## src/rtl/int_ctrl_pkg.sv

```systemverilog
// Shared constants, state encoding and priority helper for the interrupt controller.
package int_pkg;

  localparam int unsigned N_SRC       = 4;
  localparam int unsigned GEN_BIT_DEF = 31;

  typedef enum logic [1:0] {
    IDLE  = 2'd0,
    REQ   = 2'd1,
    ACKED = 2'd2
  } state_e;

  // Isolates the lowest set bit, so source 0 has the highest priority.
  function automatic logic [N_SRC-1:0] lowest_one(input logic [N_SRC-1:0] v);
    return v & (~v + N_SRC'(1));
  endfunction

endpackage

```

## src/rtl/int_ctrl_irq_sync_edge.sv

```systemverilog
// Two-flop synchronizer for one interrupt line plus a rising-edge detect on the synchronized value.
module irq_sync_edge (
  input  logic clk_i,
  input  logic rst_ni,
  input  logic irq_i,
  output logic s2_o,
  output logic rise_o
);

  logic s1_q, s2_q, prev_q;

  always_ff @(posedge clk_i) begin
    if (!rst_ni) begin
      s1_q   <= 1'b0;
      s2_q   <= 1'b0;
      prev_q <= 1'b0;
    end else begin
      s1_q   <= irq_i;
      s2_q   <= s1_q;
      prev_q <= s2_q;
    end
  end

  assign s2_o   = s2_q;
  assign rise_o = s2_q & ~prev_q;

endmodule

```

## src/rtl/int_ctrl.sv

```systemverilog
// Interrupt controller: pending latch, masking, fixed priority and a four-phase Ireq/Iack handshake.
module int_ctrl
  import int_pkg::*;
#(
  parameter logic [N_SRC-1:0] EDGE_MASK = '1,
  parameter int unsigned      GEN_BIT   = GEN_BIT_DEF
) (
  input  logic             clk,
  input  logic             reset,
  input  logic [N_SRC-1:0] irq_src,
  input  logic [31:0]      int_en,
  input  logic             Iack,
  output logic             Ireq,
  output logic [N_SRC-1:0] gntInt,
  output logic [N_SRC-1:0] pending_o,
  output logic [N_SRC-1:0] lost_o
);

  logic [N_SRC-1:0] s2, rise;
  logic [N_SRC-1:0] pend_q, pend_d, lost_q, lost_d, gnt_q, gnt_d;
  logic [N_SRC-1:0] eligible;
  logic             accept;
  logic             unused_en;
  state_e           state_q, state_d;

  for (genvar g = 0; g < N_SRC; g++) begin : g_sync
    irq_sync_edge u_sync (
      .clk_i  (clk),
      .rst_ni (reset),
      .irq_i  (irq_src[g]),
      .s2_o   (s2[g]),
      .rise_o (rise[g])
    );
  end

  assign unused_en = ^int_en;
  assign eligible  = pend_q & int_en[N_SRC-1:0] & {N_SRC{int_en[GEN_BIT]}};
  assign accept    = (state_q == REQ) && Iack;

  // A new edge in the accept cycle keeps the source pending.
  always_comb begin
    pend_d = pend_q;
    lost_d = lost_q;
    for (int unsigned i = 0; i < N_SRC; i++) begin
      if (EDGE_MASK[i]) begin
        if (rise[i])                    pend_d[i] = 1'b1;
        else if (accept && gnt_q[i])    pend_d[i] = 1'b0;
        if (rise[i] && pend_q[i])       lost_d[i] = 1'b1;
      end else begin
        pend_d[i] = s2[i];
      end
    end
  end

  always_ff @(posedge clk) begin
    if (!reset) begin
      state_q <= IDLE;
      gnt_q   <= '0;
      pend_q  <= '0;
      lost_q  <= '0;
    end else begin
      state_q <= state_d;
      gnt_q   <= gnt_d;
      pend_q  <= pend_d;
      lost_q  <= lost_d;
    end
  end

  always_comb begin
    state_d = state_q;
    gnt_d   = gnt_q;
    unique case (state_q)
      IDLE: begin
        if (eligible != '0) begin
          gnt_d   = lowest_one(eligible);
          state_d = REQ;
        end
      end
      REQ: begin
        if (Iack) state_d = ACKED;
      end
      ACKED: begin
        if (!Iack) begin
          gnt_d   = '0;
          state_d = IDLE;
        end
      end
      default: begin
        gnt_d   = '0;
        state_d = IDLE;
      end
    endcase
  end

  always_comb begin
    Ireq      = (state_q == REQ);
    gntInt    = gnt_q;
    pending_o = pend_q;
    lost_o    = lost_q;
  end

endmodule

```

## config.mk

```make
export PLATFORM = sky130hd
export DESIGN_NAME = int_ctrl
export DESIGN_NICKNAME = d
export VERILOG_FILES = /design/src/rtl/int_ctrl_pkg.sv /design/src/rtl/int_ctrl_irq_sync_edge.sv /design/src/rtl/int_ctrl.sv
export SDC_FILE = /design/constraint.sdc
export NUM_CORES = 1
export LEC_CHECK = 0
export ABC_AREA = 0
export BUFFER_PORTS_ARGS = -buffer_cell sky130_fd_sc_hd__buf_4
export CORE_MARGIN = 4
export CORE_UTILIZATION = 45
export DETAILED_ROUTE_END_ITERATION = 16
export PLACE_DENSITY = 0.81
export SLEW_MARGIN = 20
export SYNTH_ARGS = -nofsm -noshare
export SYNTH_HDL_FRONTEND = slang
export SYNTH_SLANG_ARGS = --single-unit
```

## constraint.sdc

```tcl
create_clock -name clk -period 2.5 [get_ports clk]
set_input_delay 0.375 -clock clk [delete_from_list [all_inputs] [get_ports clk]]
set_output_delay 0.375 -clock clk [all_outputs]
set_load 0.1 [all_outputs]
```

==> flow_summary.yaml <==
pwr:
  powerDensity_mw_per_mm2: 684.9
  ir_drop_mv: 0.4600
  p_leak_nw: 0.5309
place:
  dp_cells: 139
  dp_hpwl_um: 1279
  globalplace.congestion: 0.7787
  placement.io_buffers: 24
  place_ws_ns: 1.240
sta:
  worstMarginPinSlew_ns: 0.3665
  maxClockFrequency_mhz: 618.8
  rsz0062_at_grt: "false"
  relSlewSlack_pct: 75.31
  skew_ns: 0.003254
  period_minus_slack_ns: 1.616
  setup_tns_ns: 0
  post-route-period-util_pct: 64.64
  final-setup-viol-count: 0
  final_hold_viol_count: 0
  worst_slack_ns: 0.8839
  slew_violations: 0
setup_path:
  crit_chain: "and2b_1 > buf_4"
  cpLargestDelayFamily: "flip-flops"
  worstPathRequired_ns: 2.12
  path_max_fanout: 6
  endpoint_kind: "output pin"
  reg2reg_from: "pending_o[1]$_SDFFE_PN0P_"
  crit_path_start_kind: "register"
  critical_path_buf_inv_count: 1
  cpMaxStageDelayCell: "dfxtp_1"
  crit_arrival_ns: 1.24
  cpPeakStageDelay_ns: 0.49
  reg2regPathDepth: 3
  r2r_end: "gntInt[2]$_SDFFE_PN0P_"
  rrSetupSlack_ns: 1.29
  criticalPathCategory: "register to output pin"
final_layout:
  fill_cells: 178
  diodes: 0
  multiInputGateArea_um2: 412.9
  seq_area_um2: 520.5
  final_layout_size_suffix_gt1_share_pct: 27.59
  finalNetCount: 156
  syn2layout_area_growth_pct: 27.09
  stdcell_count: 143
  final_util_pct: 61.30
global_route:
  grt_pass1_vias: 635
  antenna_found_initial: 0
  gr-total-overflow: 0
  grt_pass1_wl_um: 2691
  grt_max_degree: 26
  grt_usage_pct: 12.78
synth:
  synth-edff-count: 0
  syn-cell-area_um2: 955.9
  async_reset_ff_share_pct: 0
  synth_warnings: 0
  syn_inst: 90
  synth_nets: 129
  yosysMostFrequentCell: "dfxtp_1"
  ys_ff_latch: 26
  synth_area_leader_cell: "dfxtp_1"
  yosysSeqAreaShare_pct: 54.45
  syn_area_per_cell_um2: 10.62
  synthFlopType: "dfxtp_1"
  synth.area.top_cells: "dfxtp_1 (54%), and2_1 (7.9%), nor2b_1 (6.5%)"
  ys_top_cells_by_count: "dfxtp_1 (26), and2_1 (12), nor2b_1 (10)"
  ys_types: 27
  synth_top_cell_area_share_pct: 54.45
route:
  wl_met3_um: 85
  wl_um: 1662
  ant_nets: 0
  drc: 0
  firstDrtPassIters: 4
  via_count: 712
  wl_per_cell_um: 11.62
  drt-initial-drc-count: 7
  wl_met2_um: 834
  m1WireLength_um: 708
  top_layer: "met4"
  vias_per_cell: 4.979
clock_network:
  clock_latency_ns: 0.32
  hold_buffers: 0
  cts_buffer_depth: 2
  cts_setup_buffers: 0
  htree_levels: 1
  cts_tree: "yes"
  numCtsBuffers: 3
  clock_sinks: 26
  cts.clk_slew.worst_paths_ns: 0.13
  cts-root-buf: "clkbuf_4"
  post_cts_resized: 0
die:
  initial_core_util_pct: 48.23
  fp-row-count: 16
  core_mm2: 0.001982
  die_h_um: 54.09
  die_area_mm2: 0.002926
  ios: 52
  dieWidth_um: 54.09
job:
  max_cap_viol_count: 0
worst_hold_path:
  hold_path_class: "primary input to register"
  min_path_cells: 2
  hold-path-endpoint: "g_sync[2].u_sync.s1_q$_SDFF_PN0_"
  min-delay-start: "irq_src[2]"
status:
  outcome: "finished, final reports clean"
[cell families after synthesis]
kind of cell | Yosys count | share of synthesized area (%)
buffers and inverters | 6 | 2.356
AOI/OAI and AO/OA | 22 | 19.50
and+or+nand+nor | 35 | 22.78
DFF | 26 | 54.45
xor gates and xnor gates | 1 | 0.9164
[worst max-delay path by stage]
stage	from	endpoint	cells past startpoint
floorplan	pending_o[0]$_SDFFE_PN0P_	gntInt[1]$_SDFFE_PN0P_	3
global placement	state_q[1]$_SDFFE_PN0P_	Ireq	2
detailed placement	int_en[1]	gntInt[2]$_SDFFE_PN0P_	4
CTS	state_q[1]$_SDFFE_PN0P_	Ireq	2
global route	state_q[1]$_SDFFE_PN0P_	Ireq	2
finish	state_q[1]$_SDFFE_PN0P_	Ireq	2
[metal layers]
layer	vias to the layer above	GRT usage (%)
met5	-	0
met4	0	7.469
met3	4	2.493
met2	16	21.57
met1	331	14.89
li1	361	-
[metrics by stage]
step | hold slack (ns) | cell area (um2) | total power [mW]
after global routing | 0.2350 | 1215 | 0.8700
after detailed placement | 0.4212 | 1162 | 0.5620
after global placement | 0.4146 | 1162 | 0.5590
after floorplan | 0.4119 | 955.9 | 0.5279
after CTS | 0.2383 | 1215 | 0.8450
final | 0.2537 | 1215 | 0.8321
[registers in the layout (all words and copies together) (netlist names)]
signal	count
g_sync.u_sync.prev_q	4
g_sync.u_sync.s1_q	4
g_sync.u_sync.s2_o	4
gntInt	4
lost_o	4
pending_o	4
state_q	2
[layout by cell type, fill, tap and decap left out, drive strengths merged, types with 2 or more instances in the layout]
master,n
dfxtp,26
buf,24
and2,12
nor2b,10
nand2,5
a21oi,4
inv,4
o21a,4
a21boi,4
clkbuf,3
nand3,2
o32ai,2
o21ai,2
[power breakdown]
group / leakage (nW) / internal [mW] / switching (mW) / total [mW]
Combinational: 0.291 / 0.0393 / 0.0735 / 0.113
Clock: 0.0279 / 0.162 / 0.118 / 0.280
Sequential: 0.212 / 0.429 / 0.0101 / 0.439
[layout make-up]
type / count / share of cell area [%]
inverters: 4 / 1.236
multi-input cells: 58 / 33.99
repair buffers: 24 / 14.83
well taps: 27 / 2.781
clock inverters: 1 / 2.472
flip-flops and latches: 26 / 42.84
clock buffers: 3 / 1.854
No activity file was read; power rests on OpenSTA's default activity.
